### src/rtl/mem_bus_arbiter.sv
// Shares one external memory port between the instruction-fetch and data buses.
// One outstanding transaction, round-robin on ties, timeout abort with error.
module mem_bus_arbiter #(
   parameter int unsigned TIMEOUT = 255,
   parameter int unsigned CNT_W   = 8
) (
   input  logic        clk,
   input  logic        resetn,
   input  logic        i_req,
   input  logic [31:0] i_addr,
   output logic        i_ok,
   output logic        i_err,
   output logic [31:0] i_rdata,
   input  logic        d_req,
   input  logic [31:0] d_addr,
   input  logic        d_we,
   input  logic [3:0]  d_wstrb,
   input  logic [31:0] d_wdata,
   output logic        d_ok,
   output logic        d_err,
   output logic [31:0] d_rdata,
   output logic        m_req,
   output logic [31:0] m_addr,
   output logic        m_we,
   output logic [3:0]  m_wstrb,
   output logic [31:0] m_wdata,
   input  logic        m_ok,
   input  logic [31:0] m_rdata
);

   typedef enum logic [1:0] {IDLE, GNT_I, GNT_D} state_t;

   localparam logic [CNT_W-1:0] TO_LAST = CNT_W'(TIMEOUT - 1);

   state_t            state_q, state_d;
   logic              lastD_q, lastD_d;
   logic [CNT_W-1:0]  cnt_q, cnt_d;
   logic [31:0]       addr_q, addr_d;
   logic              we_q, we_d;
   logic [3:0]        wstrb_q, wstrb_d;
   logic [31:0]       wdata_q, wdata_d;

   logic grantD, grantI, timeoutHit, done;

   // On a tie the side that did not win last time is served; lastD_q=0 means I won last.
   assign grantD     = d_req && (!i_req || !lastD_q);
   assign grantI     = i_req && !grantD;
   assign timeoutHit = (TIMEOUT != 0) && (cnt_q == TO_LAST);
   assign done       = m_ok || timeoutHit;

   always_ff @(posedge clk or negedge resetn) begin
      if (!resetn) begin
         state_q <= IDLE;
         lastD_q <= 1'b0;
         cnt_q   <= '0;
         addr_q  <= '0;
         we_q    <= 1'b0;
         wstrb_q <= '0;
         wdata_q <= '0;
      end else begin
         state_q <= state_d;
         lastD_q <= lastD_d;
         cnt_q   <= cnt_d;
         addr_q  <= addr_d;
         we_q    <= we_d;
         wstrb_q <= wstrb_d;
         wdata_q <= wdata_d;
      end
   end

   always_comb begin
      state_d = state_q;
      lastD_d = lastD_q;
      cnt_d   = cnt_q;
      addr_d  = addr_q;
      we_d    = we_q;
      wstrb_d = wstrb_q;
      wdata_d = wdata_q;
      case (state_q)
         IDLE: begin
            if (grantD) begin
               state_d = GNT_D;
               lastD_d = 1'b1;
               cnt_d   = '0;
               addr_d  = d_addr;
               we_d    = d_we;
               wstrb_d = d_we ? d_wstrb : 4'b0000;
               wdata_d = d_wdata;
            end else if (grantI) begin
               state_d = GNT_I;
               lastD_d = 1'b0;
               cnt_d   = '0;
               addr_d  = i_addr;
               we_d    = 1'b0;
               wstrb_d = 4'b0000;
            end
         end
         GNT_I, GNT_D: begin
            if (done) begin
               state_d = IDLE;
            end else if (cnt_q != '1) begin
               cnt_d = cnt_q + 1'b1;
            end
         end
         default: state_d = IDLE;
      endcase
   end

   // Completion is decoded from the current state so the winner sees ok in the m_ok cycle.
   always_comb begin
      i_ok    = 1'b0;
      i_err   = 1'b0;
      i_rdata = '0;
      d_ok    = 1'b0;
      d_err   = 1'b0;
      d_rdata = '0;
      if (state_q == GNT_I) begin
         i_ok    = done;
         i_err   = !m_ok && timeoutHit;
         i_rdata = (m_ok && !we_q) ? m_rdata : 32'h0;
      end else if (state_q == GNT_D) begin
         d_ok    = done;
         d_err   = !m_ok && timeoutHit;
         d_rdata = (m_ok && !we_q) ? m_rdata : 32'h0;
      end
   end

   assign m_req   = (state_q != IDLE);
   assign m_addr  = addr_q;
   assign m_we    = we_q;
   assign m_wstrb = wstrb_q;
   assign m_wdata = wdata_q;

endmodule

### config.mk
export PLATFORM = sky130hd
export DESIGN_NAME = mem_bus_arbiter
export DESIGN_NICKNAME = d
export VERILOG_FILES = /design/src/rtl/mem_bus_arbiter.sv
export SDC_FILE = /design/constraint.sdc
export NUM_CORES = 1
export LEC_CHECK = 0
export BUFFER_PORTS_ARGS = -buffer_cell sky130_fd_sc_hd__buf_2
export CAP_MARGIN = 20
export CORE_MARGIN = 10
export CORE_UTILIZATION = 38
export DETAILED_ROUTE_END_ITERATION = 7
export GPL_TIMING_DRIVEN = 0
export PLACE_DENSITY_LB_ADDON = 0.05
export SLEW_MARGIN = 5
export SYNTH_ARGS = -nofsm -noshare
export SYNTH_HDL_FRONTEND = slang
export SYNTH_SLANG_ARGS = --single-unit
### constraint.sdc
create_clock -name clk -period 1.9 [get_ports clk]
set_clock_uncertainty 0.2 [all_clocks]
set_input_delay 0.285 -clock clk [delete_from_list [all_inputs] [get_ports clk]]
set_output_delay 0.285 -clock clk [all_outputs]
set_load 0.01 [all_outputs]
==> metrics.txt <==
distinct cell type count after synthesis 37; die area 0.0152 mm²; synth warn 0; reg2reg start state_q[1]$_DFFE_PN0P_; fin area 0.00741 mm²; fmax 424 MHz; first-pass iteration count of the detailed router 4; Setup TNS -27.65 ns; Starting Density 39.1%; Util after Layout 71.5%; final net count 942; CTS tree done; Worst-path clk slew 0.09 ns; first-pass GRT wire length 24700 µm; Worst-Margin Slew 0.353 ns; Root Driver clkbuf_8; violated checks negative setup slack; Synth area leaders dfrtp_1 49%, nand2_1 13%, and2_1 10%; hold crit path type input pin to register; RD Place Congestion 0.891; crit path max fanout 5; final count of hold timing violations 0; H-tree levels 3; Place WS -0.426 ns; main combinational cell family by area after synthesis simple AND/OR/NAND/NOR gates; multiplexer share of the synthesized area 8.43%; clock sink total 80; HPWL after detailed placement 12000 µm; Post-Synth Simple-Gate Area 28.1%; #FFs+latches synth 80; Register-to-Register Setup Slack -0.21 ns; DP Area 0.00563 mm²; post-route ant nets 0; Worst Hold End m_addr[23]$_DFFE_PN0P_; Rel. slew slack 76.4%; complex-gate fraction of the synthesized area 9.05%; area leader, netlist dfrtp_1; Leak 3.94 nW; FF-to-FF End cnt_q[1]$_DFFE_PN0P_; vias in the first global route 4738; adder-cell share of the synthesized area 1.54%; post-DR wirelength/cell 18.6 µm; Worst EP required 1.41 ns; placed cell count 854; Rows 37; critical path class register to primary output; I/O pin cnt 276; total number of vias 4529; syn_nets 585; Setup violations, final 80; RSZ-0062 raised after global routing true; startpoint type of the worst setup path register; cell count after synthesis 442; CTS buffer count 9; Iteration-0 DRC Markers 156; maxcap violations 0; VDD IR max 715 µV; sequential area share after synthesis 49.4%; XOR/XNOR Fraction of Synth Area 0%; mapped cell area 0.00405 mm²; Die Y 123 µm; core area 0.0104 mm²; Max Slew Vio Count 0; R2R cell count 9; port buffer count 275; non-filler instance count after layout 943; total gr overflow 0; critical path arrival 1.88 ns; All-Layer GR Usage 20.3%; Min-Delay Path Depth 3; largest net degree at the start of global routing 57; Worst setup EP type primary output; Avg Inst Size Synth 9.17 µm²; DRC violation count after routing 0; Area Growth Syn to Fin 83.0%; Routed WL 17600 µm; post-layout min period 2.36 ns; clk_lat worst skew 0.34 ns; share of the synthesized area in the top cell type 49.4%; layout cell share with drive strength beyond 1 56.8%; final worst-path setup slack -0.460 ns; initial antenna violation count 2; min-delay src i_addr[23]; PwrDens 1230 mW/mm²; Tcrit/Tclk final 124%; clk buf depth 2; via/cell ratio 4.80; run status complete, but fails checks; Die W 123 µm
[registers in the layout, summed over array words and instances, names as in the netlist]
name     count
cnt_q        8
lastD_q      1
m_addr      32
m_wdata     32
m_we         1
m_wstrb      4
state_q      2
[power breakdown]
part	leakage [nW]	internal [mW]	switching (mW)	total, mW
combinational	2.86	2.42	2.57	5.00
clock	0.0852	0.612	0.642	1.25
sequential	0.996	2.46	0.415	2.87
total	3.94	5.49	3.63	9.12
[cells in the mapped netlist]
library cell	n
or4b_4	1
and3b_1	1
a21boi_1	1
nand2b_1	2
o21ai_0	38
o22a_1	4
nor3_4	1
and3_1	1
nor2b_1	3
inv_1	6
buf_2	4
or3b_1	1
a2bb2oi_1	1
mux2_2	1
o31ai_1	1
a22o_1	3
nand3b_1	1
or3_1	2
a21boi_0	2
nor3_1	3
a21o_1	1
dfrtp_1	80
a21oi_2	1
and2_1	65
a32o_1	4
nand3_1	3
buf_4	5
nor3b_1	4
nor2_1	4
ha_1	5
nand4_4	1
o21ai_1	2
mux2i_1	33
clkbuf_1	16
nand2_1	138
nor4_1	2
a311o_1	1
[stage by stage]
stage                     hold slack (ns)  total power, mW
final                              0.0291             9.12
after global routing               0.0260             9.84
after CTS                          0.0150             8.67
after detailed placement           0.0166             6.57
after global placement              0.254             6.47
after floorplan                    -0.211             4.89
[cell usage in the layout, fill, tap and decap left out, types with 4 or more instances in the layout]
| cell | count |
|---|---|
| o22a_1 | 4 |
| a32o_1 | 4 |
| dlygate4sd3_1 | 37 |
| mux2i_1 | 33 |
| inv_2 | 4 |
| o21ai_0 | 35 |
| clkbuf_8 | 9 |
| buf_6 | 79 |
| dfrtp_2 | 5 |
| nand2_1 | 133 |
| buf_8 | 11 |
| ha_4 | 4 |
| and2_4 | 63 |
| clkinvlp_4 | 4 |
| buf_2 | 212 |
| buf_4 | 25 |
| dfrtp_1 | 75 |
| clkbuf_2 | 6 |
[metal layers]
metal / track usage [%] / wire (µm) / up-vias / part of all wire (%)
li1: - / - / 2162 / -
met1: 20.6 / 6300 / 2156 / 36
met2: 38.7 / 9260 / 184 / 53
met3: 6.70 / 1640 / 27 / 9.3
met4: 5.60 / 357 / 0 / 2.0
met5: 0 / 0 / - / 0
[final cells by class]
type | count | area (µm²)
Antenna cell | 3 | 7.51
Inverter | 6 | 25.0
Clock buffer | 10 | 128
Timing Repair Buffer | 346 | 2500
Multi-Input combinational cell | 331 | 2270
Clock inverter | 6 | 68.8
Tap cell | 136 | 170
Fill cell | 767 | 2960
Sequential cell | 80 | 2010
Buffer | 25 | 228
[worst max-delay path: stages, from the launching register on]
cell,delay [ns]
dfrtp_1,0.43
ha_4,0.19
nand2b_4,0.15
nor3b_4,0.23
buf_6,0.18
buf_8,0.11
and2_4,0.14
buf_6,0.10
[cell families after synthesis]
logic type,after synthesis
multiplexers,34
flip-flops,80
AND/OR/NAND/NOR,233
AO/OA/AOI/OAI,59
adder cells (fa/ha/maj),5
buffers and inverters,31
[repair_timing]
action,in CTS,in global routing
buffers inserted,18,10
gates cloned,6,1
endpoints found under the setup margin,114,145
resized for setup,142,133
pin swaps,67,13
endpoints found under the hold margin,60,0
hold buffers,37,0
[worst max path at each step]
stage                                start           to  slack, ns  cells after the start
CTS                 state_q[0]$_DFFE_PN0P_  d_rdata[18]      -0.44                      7
global route        state_q[0]$_DFFE_PN0P_  d_rdata[19]      -0.56                      7
detailed placement  state_q[1]$_DFFE_PN0P_  d_rdata[11]      -0.43                      7
floorplan           state_q[1]$_DFFE_PN0P_   d_rdata[0]       0.01                      6
finish              state_q[0]$_DFFE_PN0P_   d_rdata[7]      -0.46                      7
global placement    state_q[1]$_DFFE_PN0P_  d_rdata[11]      -0.40                      7
Power figures use the tool's default switching activity.
